--- src/rtl/seq_alu.sv ---
// Registered multi-cycle ALU with a start/busy/done handshake: add/sub/equal/halve/reserved finish in
// 1 cycle, mul/div take WIDTH+2. A start while busy is dropped, not queued; q holds until the next write.
module seq_alu #(
  parameter int WIDTH = 4
) (
  input  logic               clk,
  input  logic               rst,
  input  logic               start,
  input  logic [2:0]         swSelect,
  input  logic [WIDTH-1:0]   a,
  input  logic [WIDTH-1:0]   b,
  output logic [2*WIDTH-1:0] q,
  output logic               busy,
  output logic               done,
  output logic               err
);

  localparam int CW = $clog2(WIDTH + 1);

  localparam logic [2:0] OP_ADD   = 3'b000;
  localparam logic [2:0] OP_SUB   = 3'b001;
  localparam logic [2:0] OP_EQ    = 3'b010;
  localparam logic [2:0] OP_HALVE = 3'b011;
  localparam logic [2:0] OP_MUL   = 3'b100;
  localparam logic [2:0] OP_DIV   = 3'b101;

  typedef enum logic {IDLE, RUN} state_t;

  state_t               state_q;
  logic [2*WIDTH-1:0]   q_q;
  logic                 busy_q;
  logic                 done_q;
  logic                 err_q;
  logic                 is_div_q;
  logic [WIDTH-1:0]     a_q;
  logic [WIDTH-1:0]     b_q;
  logic [2*WIDTH-1:0]   acc_q;
  logic [CW-1:0]        cnt_q;

  logic [2*WIDTH-1:0]   imm_d;
  logic                 imm_err_d;
  logic                 imm_multi_d;
  logic [WIDTH:0]       add_w;
  logic [WIDTH:0]       sub_w;
  logic [WIDTH:0]       msum;
  logic [2*WIDTH-1:0]   mul_step_d;
  logic [WIDTH:0]       div_shift;
  logic                 div_ge;
  logic [WIDTH-1:0]     div_sub;
  logic [2*WIDTH-1:0]   div_step_d;
  logic [2*WIDTH-1:0]   final_d;
  logic                 final_err_d;

  assign q    = q_q;
  assign busy = busy_q;
  assign done = done_q;
  assign err  = err_q;

  // Single-cycle results are formed straight from the inputs sampled at the accepting edge.
  always_comb begin
    imm_d       = '0;
    imm_err_d   = 1'b0;
    imm_multi_d = 1'b0;
    add_w       = {1'b0, a} + {1'b0, b};
    sub_w       = {1'b0, a} - {1'b0, b};
    case (swSelect)
      OP_ADD:   imm_d[WIDTH:0] = add_w;
      OP_SUB:   imm_d[WIDTH:0] = sub_w;
      OP_EQ:    imm_d[0] = (a == b);
      OP_HALVE: imm_d[WIDTH-2:0] = a[WIDTH-1:1];
      OP_MUL,
      OP_DIV:   imm_multi_d = 1'b1;
      default:  imm_err_d = 1'b1;
    endcase
  end

  // acc_q holds {partial_hi, multiplier} for mul and {remainder, dividend/quotient} for div.
  always_comb begin
    msum       = {1'b0, acc_q[2*WIDTH-1:WIDTH]} + (acc_q[0] ? {1'b0, a_q} : '0);
    mul_step_d = {msum, acc_q[WIDTH-1:1]};

    div_shift  = {acc_q[2*WIDTH-1:WIDTH], acc_q[WIDTH-1]};
    div_ge     = (div_shift >= {1'b0, b_q});
    div_sub    = div_shift[WIDTH-1:0] - b_q;
    div_step_d = div_ge ? {div_sub, acc_q[WIDTH-2:0], 1'b1}
                        : {div_shift[WIDTH-1:0], acc_q[WIDTH-2:0], 1'b0};

    final_d     = acc_q;
    final_err_d = 1'b0;
    if (is_div_q && (b_q == '0)) begin
      final_d     = {a_q, {WIDTH{1'b1}}};
      final_err_d = 1'b1;
    end
  end

  always_ff @(posedge clk or posedge rst) begin
    if (rst) begin
      state_q  <= IDLE;
      q_q      <= '0;
      busy_q   <= 1'b0;
      done_q   <= 1'b0;
      err_q    <= 1'b0;
      is_div_q <= 1'b0;
      a_q      <= '0;
      b_q      <= '0;
      acc_q    <= '0;
      cnt_q    <= '0;
    end else begin
      case (state_q)
        IDLE: begin
          done_q <= 1'b0;
          if (start) begin
            a_q      <= a;
            b_q      <= b;
            is_div_q <= (swSelect == OP_DIV);
            err_q    <= imm_err_d;
            if (imm_multi_d) begin
              acc_q   <= (swSelect == OP_DIV) ? {{WIDTH{1'b0}}, a} : {{WIDTH{1'b0}}, b};
              cnt_q   <= CW'(WIDTH);
              busy_q  <= 1'b1;
              state_q <= RUN;
            end else begin
              q_q    <= imm_d;
              done_q <= 1'b1;
            end
          end
        end
        RUN: begin
          done_q <= 1'b0;
          if (cnt_q != '0) begin
            acc_q <= is_div_q ? div_step_d : mul_step_d;
            cnt_q <= cnt_q - CW'(1);
          end else begin
            q_q     <= final_d;
            err_q   <= final_err_d;
            done_q  <= 1'b1;
            busy_q  <= 1'b0;
            state_q <= IDLE;
          end
        end
        default: state_q <= IDLE;
      endcase
    end
  end

endmodule

--- config.mk ---
export PLATFORM = sky130hd
export DESIGN_NAME = seq_alu
export DESIGN_NICKNAME = d
export VERILOG_FILES = /design/src/rtl/seq_alu.sv
export SDC_FILE = /design/constraint.sdc
export NUM_CORES = 1
export LEC_CHECK = 0
export ABC_AREA = 1
export CAP_MARGIN = 20
export CORE_MARGIN = 2
export CORE_UTILIZATION = 57
export DETAILED_ROUTE_END_ITERATION = 12
export PLACE_DENSITY = 0.85
export SLEW_MARGIN = 10
export SYNTH_ARGS = -nofsm -noshare
export SYNTH_HDL_FRONTEND = slang
export SYNTH_SLANG_ARGS = --single-unit
--- constraint.sdc ---
create_clock -name clk -period 1.9 [get_ports clk]
set_input_delay 0.38 -clock clk [delete_from_list [all_inputs] [get_ports clk]]
set_output_delay 0.38 -clock clk [all_outputs]
set_load 0.01 [all_outputs]
# [Yosys cells after proc, flatten, opt, wreduce, memory -nomap -nowiden]
# Index checks and enable logic that the tools add are counted.
[classes] reduce_logical=11 n_mux=38 addsub=5 n_bitwise=1 order_cmp=1 n_eq_ne=11 n_shift=0 multipliers=0 div=0
[op_table] cell="$mux W8" count=9
[op_table] cell="$pmux W8 S2" count=2
[op_table] cell="$mux W1" count=14
[op_table] cell="$add A4 B4 Y5" count=2
[op_table] cell="$mux W3" count=3
[op_table] cell="$reduce_and A3 Y1" count=3
[op_table] cell="$mux W4" count=2
[op_table] cell="$ne A2 B2 Y1 const B" count=4
[op_table] cell="$pmux W1 S2" count=4
[op_table] cell="$eq A3 B2 Y1 const B" count=2
[op_table] cell="$eq A3 B3 Y1 const B" count=2
[op_table] cell="$pmux W2 S3" count=1
[op_table] cell="$pmux W3 S2" count=1
[op_table] cell="$reduce_or A6 Y1" count=1
[op_table] cell="$ge A5 B4 Y1" count=1
[op_table] cell="$sub A4 B4 Y5" count=1
[op_table] cell="$eq A4 B4 Y1" count=1
[op_table] cell="$logic_not A4 Y1" count=1
[op_table] cell="$pmux W1 S4" count=1
[op_table] cell="$pmux W2 S2" count=1
[op_table] cell="$reduce_and A2 Y1" count=2
[op_table] cell="$sub A4 B4 Y4" count=1
[op_table] cell="$eq A3 B1 Y1 const B" count=1
[op_table] cell="$logic_not A3 Y1" count=1
[op_table] cell="other kinds (6)" count=6
[word_totals] out_inout_bits=11 register_bits=32 mem_bits_ro=0 latch_bits=0 input_bits=14 n_memories=0 ram_bits=0

# [Logic depth before layout (Yosys ltp)]
[depth] ltp_word=6 mapped_depth=12

# [Least setup slack after synthesis]
# No wires, ideal clock.
[synth_timing] path_type="reg2reg" from="register acc_q[5]" to="register acc_q[0]" path_buffers=0 arrival_time_ps=1487 path_stages_with_launch=8 setup_time_ps=126 path_slack_ps=287 synth_period_minus_slack_ps=1613 t_required_ps=1774 path_cell_list="dfrtp_1 -> ha_1 -> a21oi_1 -> nand2_1 -> nand2_1 -> nand2_1 -> o21ai_0 -> a21oi_2"
[synth_via] elab_chain_len=5
[synth_rtl] element="start: declaration" line_no="37" rtl="logic [2*WIDTH-1:0] acc_q;"
[synth_rtl] element="start signal: assignment" line_no="118" rtl="acc_q <= (swSelect == OP_DIV) ? {{WIDTH{1'b0}}, a} : {{WIDTH{1'b0}}, b};"
[synth_rtl] element="start signal: assignment" line_no="131" rtl="acc_q <= is_div_q ? div_step_d : mul_step_d;"
[synth_rtl] element="$ge A5 B4 Y1" line_no="83" rtl="div_ge = (div_shift >= {1'b0, b_q});"
[synth_rtl] element="$mux W8" line_no="85" rtl="div_step_d = div_ge ? {div_sub, acc_q[WIDTH-2:0], 1'b1}"
[synth_rtl] element="$mux W8" line_no="131"
[synth_rtl] element="$mux W8" line_no="130" rtl="if (cnt_q != '0) begin"
[synth_rtl] element="$pmux W8 S2" line_no="109" rtl="case (state_q)"
# Every way passes these cells. The select of a mux whose other input is x is not followed.
# A chain may end at the register's enable or synchronous reset.

# [Worst setup path in the final report]
[layout_timing] from="input port a[0]" to="register q_q[1] (netlist: q[1])"
[layout_via] elab_chain_len=5 elab_cells_between_ends=6
[layout_rtl] element="start: declaration" line_no="10" rtl="input logic [WIDTH-1:0] a,"
[layout_rtl] element="$sub A4 B4 Y5 / $add A4 B4 Y5 (equally long branches)" line_no="65, 64"
[layout_rtl] element="$pmux W2 S3 (*)" line_no="66" rtl="case (swSelect)"
[layout_rtl] element="$mux W8 (*)" line_no="117" rtl="if (imm_multi_d) begin"
[layout_rtl] element="$mux W8 (*)" line_no="112" rtl="if (start) begin"
[layout_rtl] element="$pmux W8 S2 (*)" line_no="109"
[layout_rtl] element="end signal: assignment" line_no="123" rtl="q_q <= imm_d;"
[layout_rtl] element="end signal: assignment" line_no="134" rtl="q_q <= final_d;"
[layout_rtl] element="end: declaration" line_no="30" rtl="logic [2*WIDTH-1:0] q_q;"
# Mark *: on every way between the ends. The rest lies on a longest branch, timed or not. The select of a mux whose other input is x is not followed.

==> metrics.cfg <==
[timing]
hold_viol = 0
worstMarginPinSlew_ps = 407
slew_violations = 0
relSlewSlack_pct = 72.9
max_freq_ghz = 0.558
min_period_ps = 1790
rsz0062_at_grt = false
finalSetupTns_ps = 0
finalCritPeriodShare_pct = 94.2
clock_skew_ps = 6.48
final.setup.worst_slack_ps = 109
setup_viol = 0

[logic_synthesis]
synth_nets = 350
synth_area_sq_mm = 0.00231
yosysTopAreaCellShare_pct = 34.6
yosys-top-cells-area = dfrtp_1 (35%), nand2_1 (16%), ha_1 (9.7%), inv_1 (6.8%), nand3_1 (6.7%)
synth_warnings = 0
synth_largest_area_cell = dfrtp_1
syn_inst = 314
synth_cell_types = 31
avgSynthCellArea_sq_um = 7.37
ys_seq_area_share_pct = 34.6
ys_seq_elements = 32

[setup_path]
worstPathMaxFanout = 2
r2r_slack_ps = 200
r2r_end = acc_q[0]
crit_required_ps = 2070
crit_path_start_kind = primary input
crit_type = primary input to register
r2r_cells = 8
worstSetupEndpointType = register
r2r-start = b_q[2]
worstPathArrival_ps = 1960

[power]
power_density_mw_per_mm2 = 1430
ir_drop_v = 0.000799
leakagePower_uw = 0.00151

[routing]
drt-total-wl_mm = 5.52
drtPass1Iterations = 5
vias_per_cell = 5.33
via_count = 2184
drcViolationCount = 0
wl_per_cell_um = 13.5
ant_nets = 0
drtIter0Drc = 181

[clock_tree]
cts.sinks = 32
root_buffer = clkbuf_8
cts_tree = yes
numCtsBuffers = 5
htree_levels = 2
postCtsSetupRepairBufs = 0
max-clock-path-buffers = 2
clkLatencyLatePin_ps = 290
path_clk_slew_ps = 70

[floorplanning]
io_pins = 25
die_y_um = 67.7
die_x_um = 67.7
start_util_pct = 58.7
die_area_sq_mm = 0.00459
coreArea_sq_mm = 0.00394
fp-row-count = 23

[job]
cap_violations = 0

[placed_design]
dp_hpwl_mm = 4.25
dp_slack_ps = -223
port_buffers = 24
finalWeightedCongestion = 0.984
placed_cells = 402

[worst_hold_path]
hold_class = primary input to asynchronous set/reset pin

[outcome]
outcome = complete, no violations

[cells_and_area]
final_nets = 395
n_fill_cell = 319
num_antenna_cells = 0
area_delta_synth_final_pct = 23.3
instances_no_fill = 410
drive_gt1_share_pct = 12.2

[global_route]
grt_max_degree = 33
antenna_found_initial = 0
grt_pass1_vias = 2040
grt_usage_pct = 27.6
overflow = 0
grt_pass1_wl_mm = 9.34

worst max path at each step:
stage	from	endpoint	slack (ps)	cells after the start
floorplan	acc_q[5]	acc_q[0]	290	7
global placement	a[1]	q[3]	-140	8
detailed placement	a[1]	q[3]	-220	8
CTS	a[1]	q[3]	20	8
global route	b[0]	q[2]	3	8
finish	a[0]	q[1]	110	9
sequential cells by signal, summed over array words and instances, names as in the netlist:
register	cells
a_q	4
acc_q	8
b_q	4
busy	1
cnt_q	3
done	1
err	1
is_div_q	1
q	8
state_q	1
per-layer routing:
metal  vias to the layer above  wire length [um]  GRT usage (%)
met5                         -                 0              0
met4                         0                73           8.67
met3                        10               327           6.50
met2                        72              2640           45.3
met1                       990              2470           35.9
li1                       1112                 -              -
layout make-up:
type,instances,area [sq um],area share [%]
Sequential cell,32,801,28.1
Clock inverter,1,30.0,1.05
Clock buffer,7,96.3,3.38
Tap cell,50,62.6,2.19
Timing Repair Buffer,44,393,13.8
Inverter,46,178,6.23
Multi-Input combinational cell,230,1290,45.3
placed cells by master, fill, tap and decap left out, drive strengths merged:
cell type / synthesis / final
a21oi: 19 / 19
a31oi: 2 / 2
buf: 3 / 20
bufinv: 0 / 1
clkbuf: 3 / 7
clkdlybuf4s50: 0 / 23
dfrtp: 32 / 32
dlymetal6s2s: 0 / 1
fa: 4 / 4
ha: 18 / 18
inv: 46 / 46
nand2: 97 / 97
nand3: 32 / 32
nand4: 5 / 5
nor2: 17 / 17
nor3: 2 / 2
o211ai: 2 / 2
o21ai: 26 / 26
o21bai: 1 / 1
o22ai: 1 / 1
or2: 1 / 1
xnor2: 2 / 2
xor2: 1 / 1
worst max-delay path, cell delays in order:
cell             delay [ps]
clkdlybuf4s50_1         480
inv_1                    60
ha_1                    190
inv_1                    90
fa_1                    410
nand2_1                  70
nand4_1                 100
o211ai_1                100
nand2_1                  70
cell families (layout without fill, tap and decap cells):
kind of cell	Yosys count	in the layout	synth area share, %
buf+inv	52	98	9.78
simple gates	154	154	28.6
compound gates	51	51	12.6
fa+ha+maj	22	22	13.2
xor+xnor	3	3	1.14
flops	32	32	34.6
per-stage QoR:
step / total power [uW] / hold WS, ps / area [sq um] / util [%]
6_report: 4070 / 472 / 2850 / 72.4
5_1_grt: 4430 / 508 / 2850 / 72.4
4_1_cts: 4050 / 484 / 2850 / 72.2
3_5_place_dp: 3310 / 467 / 2720 / 69.0
3_3_place_gp: 3250 / 464 / 2720 / 69.0
2_1_floorplan: 2660 / 451 / 2310 / -
where the power goes:
group	internal (uW)	switching, uW	leakage (uW)
logic	882	1250	0.00104
clock network	463	256	0.0000645
registers	974	244	0.000401
total	2320	1750	0.00151
repair_timing:
action | CTS | global route
setup endpoints to repair | 0 | 3
gates resized for setup | 0 | 4
hold buffers | 0 | 0
synth_stat cells, drive strengths merged:
master   n
o21ai   26
xor2     1
clkbuf   3
or2      1
nand2   97
xnor2    2
fa       4
nor2    17
nand3   32
a21oi   19
inv     46
o211ai   2
nand4    5
o22ai    1
o21bai   1
buf      3
nor3     2
dfrtp   32
ha      18
a31oi    2
Power figures use the tool's default switching activity.
